File: src/rtl/sensor_debounce_pkg.sv
// Shared encodings and default parameters for the sensor debounce stage.
// Latency: n/a (types and constants only). Backpressure: n/a.
// Imported by the channel and top modules.
package sensor_debounce_pkg;

    localparam int DEBOUNCE_CYCLES_DEF = 1000;
    localparam int CNT_W_DEF           = 10;

    typedef enum logic {
        ST_STABLE = 1'b0,
        ST_CHECK  = 1'b1
    } deb_state_t;

endpackage

File: src/rtl/sensor_debounce_ch.sv
// One sensor channel: 2-FF synchroniser, persistence FSM, counter and output level.
// Latency: output follows a held raw level DEBOUNCE_CYCLES+1 edges after first capture.
// Backpressure: none; free-running, strobe is a combinational "updating this edge" flag.
module sensor_debounce_ch
    import sensor_debounce_pkg::*;
#(
    parameter int DEBOUNCE_CYCLES = DEBOUNCE_CYCLES_DEF,
    parameter int CNT_W           = CNT_W_DEF
) (
    input  logic CLK_clk_i,
    input  logic RST_rst_i,
    input  logic raw,
    output logic level,
    output logic strobe
);

    localparam logic [CNT_W-1:0] CNT_LAST = CNT_W'(DEBOUNCE_CYCLES - 1);

    logic             s1;
    logic             s2;
    logic             out;
    logic [CNT_W-1:0] cnt;
    deb_state_t       state;

    // High on the edge at which the candidate level has persisted long enough.
    assign strobe = (state == ST_CHECK) && (s2 != out) && (cnt == CNT_LAST);
    assign level  = out;

    always_ff @(posedge CLK_clk_i or negedge RST_rst_i) begin
        if (!RST_rst_i) begin
            s1    <= 1'b0;
            s2    <= 1'b0;
            out   <= 1'b0;
            cnt   <= '0;
            state <= ST_STABLE;
        end else begin
            s1 <= raw;
            s2 <= s1;
            case (state)
                ST_STABLE: begin
                    if (s2 != out) begin
                        state <= ST_CHECK;
                        cnt   <= CNT_W'(1);
                    end else begin
                        cnt <= '0;
                    end
                end
                ST_CHECK: begin
                    if (s2 == out) begin
                        // Candidate level dropped out: no partial credit is kept.
                        state <= ST_STABLE;
                        cnt   <= '0;
                    end else if (cnt == CNT_LAST) begin
                        out   <= s2;
                        state <= ST_STABLE;
                        cnt   <= '0;
                    end else begin
                        cnt <= cnt + CNT_W'(1);
                    end
                end
                default: begin
                    state <= ST_STABLE;
                    cnt   <= '0;
                end
            endcase
        end
    end

endmodule

File: src/rtl/sensor_debounce.sv
// Debounces the raw temperature and smoke alarm lines and flags any clean-level change.
// Latency: DEBOUNCE_CYCLES+1 edges from first capture; Cambio_o aligned with the new level.
// Backpressure: none; outputs are continuous levels plus a one-cycle change pulse.
module sensor_debounce
    import sensor_debounce_pkg::*;
#(
    parameter int DEBOUNCE_CYCLES = DEBOUNCE_CYCLES_DEF,
    parameter int CNT_W           = CNT_W_DEF
) (
    input  logic CLK_clk_i,
    input  logic RST_rst_i,
    input  logic Sensor_Temp_raw_i,
    input  logic Sensor_Humo_raw_i,
    output logic Sensor_Temp_o,
    output logic Sensor_Humo_o,
    output logic Cambio_o
);

    logic strobe_temp;
    logic strobe_humo;

    sensor_debounce_ch #(
        .DEBOUNCE_CYCLES (DEBOUNCE_CYCLES),
        .CNT_W           (CNT_W)
    ) u_temp (
        .CLK_clk_i (CLK_clk_i),
        .RST_rst_i (RST_rst_i),
        .raw       (Sensor_Temp_raw_i),
        .level     (Sensor_Temp_o),
        .strobe    (strobe_temp)
    );

    sensor_debounce_ch #(
        .DEBOUNCE_CYCLES (DEBOUNCE_CYCLES),
        .CNT_W           (CNT_W)
    ) u_humo (
        .CLK_clk_i (CLK_clk_i),
        .RST_rst_i (RST_rst_i),
        .raw       (Sensor_Humo_raw_i),
        .level     (Sensor_Humo_o),
        .strobe    (strobe_humo)
    );

    // Registered on the same edge as the channel outputs so the pulse lines up with them.
    always_ff @(posedge CLK_clk_i or negedge RST_rst_i) begin
        if (!RST_rst_i) begin
            Cambio_o <= 1'b0;
        end else begin
            Cambio_o <= strobe_temp | strobe_humo;
        end
    end

endmodule

File: config.mk
export PLATFORM = sky130hd
export DESIGN_NAME = sensor_debounce
export DESIGN_NICKNAME = d
export VERILOG_FILES = /design/src/rtl/sensor_debounce_pkg.sv /design/src/rtl/sensor_debounce_ch.sv /design/src/rtl/sensor_debounce.sv
export SDC_FILE = /design/constraint.sdc
export NUM_CORES = 1
export LEC_CHECK = 0
export CORE_MARGIN = 2
export CORE_UTILIZATION = 53
export CTS_CLUSTER_SIZE = 40
export DETAILED_ROUTE_END_ITERATION = 7
export GPL_TIMING_DRIVEN = 0
export MAX_ROUTING_LAYER = met4
export PLACE_DENSITY = 0.72
export SLEW_MARGIN = 40
export SYNTH_ARGS = -nofsm -noshare
export SYNTH_HDL_FRONTEND = slang
export SYNTH_HIERARCHICAL = 1
export SYNTH_SLANG_ARGS = --single-unit
File: constraint.sdc
create_clock -name CLK_clk_i -period 1.5 [get_ports CLK_clk_i]
set_input_delay 0.15 -clock CLK_clk_i [delete_from_list [all_inputs] [get_ports CLK_clk_i]]
set_output_delay 0.15 -clock CLK_clk_i [all_outputs]
set_load 0.005 [all_outputs]
==> results.sh <==
export IMPL_outcome="completed"
export IMPL_critical_path_max_stage_delay_ps=410
export IMPL_worst_slack_ps=56.42
export IMPL_maxCapViolations=0
export IMPL_finalSetupTns_ps=0
export IMPL_clockRootBuffer="clkbuf_4"
export IMPL_start_kind="flip-flop"
export IMPL_yosysWarnings=6
export IMPL_wirelength_um=2860
export IMPL_syn_area_sq_um=1485
export IMPL_worstSkewPairLatency_ps=310
export IMPL_grt_max_degree=30
export IMPL_dr_pass1_iters=4
export IMPL_synthTopCellsByArea="dfrtp_1 (49%), nand3_1 (4.0%), nand4bb_4 (3.7%), xor2_1 (3.5%), nor4_4 (2.9%)"
export IMPL_holdPathStages=1
export IMPL_synth_edf_count=0
export IMPL_rr_startpoint="u_humo/cnt[1]"
export IMPL_dr_first_iter_drc_count=49
export IMPL_p_leak_uw=0.0007182
export IMPL_vias_per_cell=6.099
export IMPL_dp_cells=169
export IMPL_finalInstanceArea_sq_um=1755
export IMPL_cts_max_path_buffers=2
export IMPL_async_flop_share_pct=100.0
export IMPL_grt_setup_unrepaired="yes"
export IMPL_drc=0
export IMPL_worst_hold_startpoint="Sensor_Humo_raw_i"
export IMPL_nNetsFinal=156
export IMPL_cp_required_ps=1700
export IMPL_grt_pass1_wl_um=4968
export IMPL_max_slew_worst_pin_slew_ps=639.6
export IMPL_cp_cell_sequence="ha_4 -> nand4bb_4 -> nor4_4 -> mux2_1"
export IMPL_antennaDiodeCount=0
export IMPL_ios=7
export IMPL_hold_class="input port to flip-flop"
export IMPL_r2r_end="u_humo/level"
export IMPL_gp_congestion=0.8535
export IMPL_critPathTopFamily="flip-flops"
export IMPL_criticalPathCategory="flip-flop to flip-flop"
export IMPL_place_ws_ps=-143.8
export IMPL_yosysSeqAreaShare_pct=48.86
export IMPL_crit_fanout=5
export IMPL_cts_sinks=29
export IMPL_dieArea_sq_um=3242
export IMPL_portBuffers=6
export IMPL_yosysUniqueCellTypes=31
export IMPL_period_needed_ps=1444
export IMPL_htreeDepth=2
export IMPL_hold_viol=0
export IMPL_period_share_pct=96.24
export IMPL_rows=19
export IMPL_ys_ff_latch=29
export IMPL_cts_tree="yes"
export IMPL_drv_slew=0
export IMPL_yosysTopAreaCell="dfrtp_1"
export IMPL_die_w_um=56.94
export IMPL_areaGrowthSynthToFinish_pct=18.20
export IMPL_rrSetupSlack_ps=60
export IMPL_antenna_left=0
export IMPL_top_regs="u_humo/cnt x10, u_temp/cnt x10"
export IMPL_p_per_area_nw_per_um2=960.2
export IMPL_final_cells=182
export IMPL_syn_inst=132
export IMPL_finalClockSkew_ps=5.320
export IMPL_synth_commonest_cells="dfrtp_1 (29), nand3_1 (12), nor2_1 (10)"
export IMPL_critPathSlowestCell="dfrtp_1"
export IMPL_worstRegToRegCells=4
export IMPL_clkTransAtPathRegs_ps=100
export IMPL_n_fill_cell=228
export IMPL_coreArea_sq_um=2710
export IMPL_cts_inserted_buffers=5
export IMPL_worst_setup_path_end_kind="flip-flop"
export IMPL_grt_pass1_vias=1048
export IMPL_start_util_pct=54.80
export IMPL_fmax_ghz=0.6927
export IMPL_syn_nets=138
export IMPL_drive_gt1_share_pct=20.53
export IMPL_die_h_um=56.94
export IMPL_hpwl_um=1916
export IMPL_irDropWorstVdd_mv=0.8448
export IMPL_avgSynthCellArea_sq_um=11.25
export IMPL_synth_top_flop_cell="dfrtp_1"
export IMPL_holdPathEnd="u_humo/s1"
export IMPL_overflow=0
export IMPL_grt_use_total_pct=20.77
export IMPL_max_slew_margin_rel_pct=57.36
export IMPL_critPathBufInv=0
export IMPL_synth_top_area_share_pct=48.86
export IMPL_route_vias_total=1110
export IMPL_wl_per_cell_um=15.71
export IMPL_crit_start="u_humo/cnt[1]"
export IMPL_crit_arrival_ps=1650
export IMPL_place_area_sq_um=1579
export IMPL_grt_antenna_before_repair=0
export IMPL_yosysMostFrequentCell="dfrtp_1"
export IMPL_fin_total_pwr_uw=1686
export IMPL_setup_viol=0
-- stage by stage --
step                utilization (%)  hold slack, ps
global route                  64.77           230.0
CTS                           63.67           255.3
detailed placement            58.26           209.3
global placement              58.45           342.3
floorplan                         -          -145.6
finish                        64.77           268.4
-- logic make-up after synthesis --
logic type      Yosys count  synth area share, %
xor+xnor                  8                4.718
compound gates           30                15.67
mux                       2                1.516
buf+inv                   8                2.190
fa+ha+maj                 2                1.685
flops                    29                48.86
simple gates             53                25.36
-- power breakdown --
group / switching, uW / internal, uW / leakage [uW]
Sequential: 14.4 / 797 / 0.000383
Clock: 274 / 516 / 0.0000552
Combinational: 48.8 / 35.3 / 0.000280
Total: 337 / 1350 / 0.000718
-- cells in the final DEF (no fill, tap or decap), types with 3 or more instances in the layout --
cell | Yosys | layout
a21oi_1 | 4 | 4
a31oi_1 | 4 | 4
and2_1 | 4 | 4
and3_1 | 4 | 4
buf_2 | 2 | 3
buf_4 | 0 | 4
clkbuf_4 | 0 | 5
clkdlybuf4s50_1 | 0 | 5
dfrtp_1 | 29 | 26
dfrtp_2 | 0 | 3
inv_1 | 6 | 6
nand2_1 | 6 | 6
nand3_1 | 12 | 11
nor2_1 | 10 | 10
o21a_1 | 4 | 4
o21ai_0 | 6 | 6
xor2_1 | 6 | 6
-- worst max-delay path by stage --
| stage | end | slack, ps | depth (start not counted) |
|---|---|---|---|
| after floorplan | u_humo/level | 20 | 4 |
| after global placement | u_humo/s1 | -170 | 1 |
| after detailed placement | u_temp/level | -140 | 4 |
| after CTS | u_temp/level | 8 | 4 |
| after global routing | u_humo/level | -20 | 4 |
| final | u_humo/level | 60 | 4 |
-- timing repair --
action                                  in CTS  in global routing
endpoints found under the setup margin      12                  7
hold endpoints to repair                    29                  0
pin swaps                                    2                  2
hold buffers                                 1                  0
resized for setup                            5                  3
setup buffers                                1                  3
-- per-layer routing --
layer  up-vias  track usage (%)  wire length (um)  share of wire, %
met5         -                -                 0                 0
met2        37            29.56              1381                48
met4         0            6.312                33               1.2
met1       538            28.40              1294                45
met3         4            7.029               150               5.2
li1        531                -                 -                 -
-- final cells by class --
| class | instances | area, sq um | share of cell area, % |
|---|---|---|---|
| timing repair buffer | 11 | 95.09 | 5.417 |
| tap | 31 | 38.79 | 2.210 |
| clock inverter | 3 | 65.06 | 3.706 |
| clock buffer | 5 | 37.54 | 2.138 |
| multi-input combinational | 95 | 757.0 | 43.12 |
| inverter | 6 | 22.52 | 1.283 |
| sequential | 29 | 729.5 | 41.55 |
| buffer | 2 | 10.01 | 0.5702 |
-- worst register-to-register path: stages, from the launching register on --
cell	delay (ps)
dfrtp_1	410
ha_4	190
nand4bb_4	150
nor4_4	230
mux2_1	350
(Power assumes the default switching activity.)
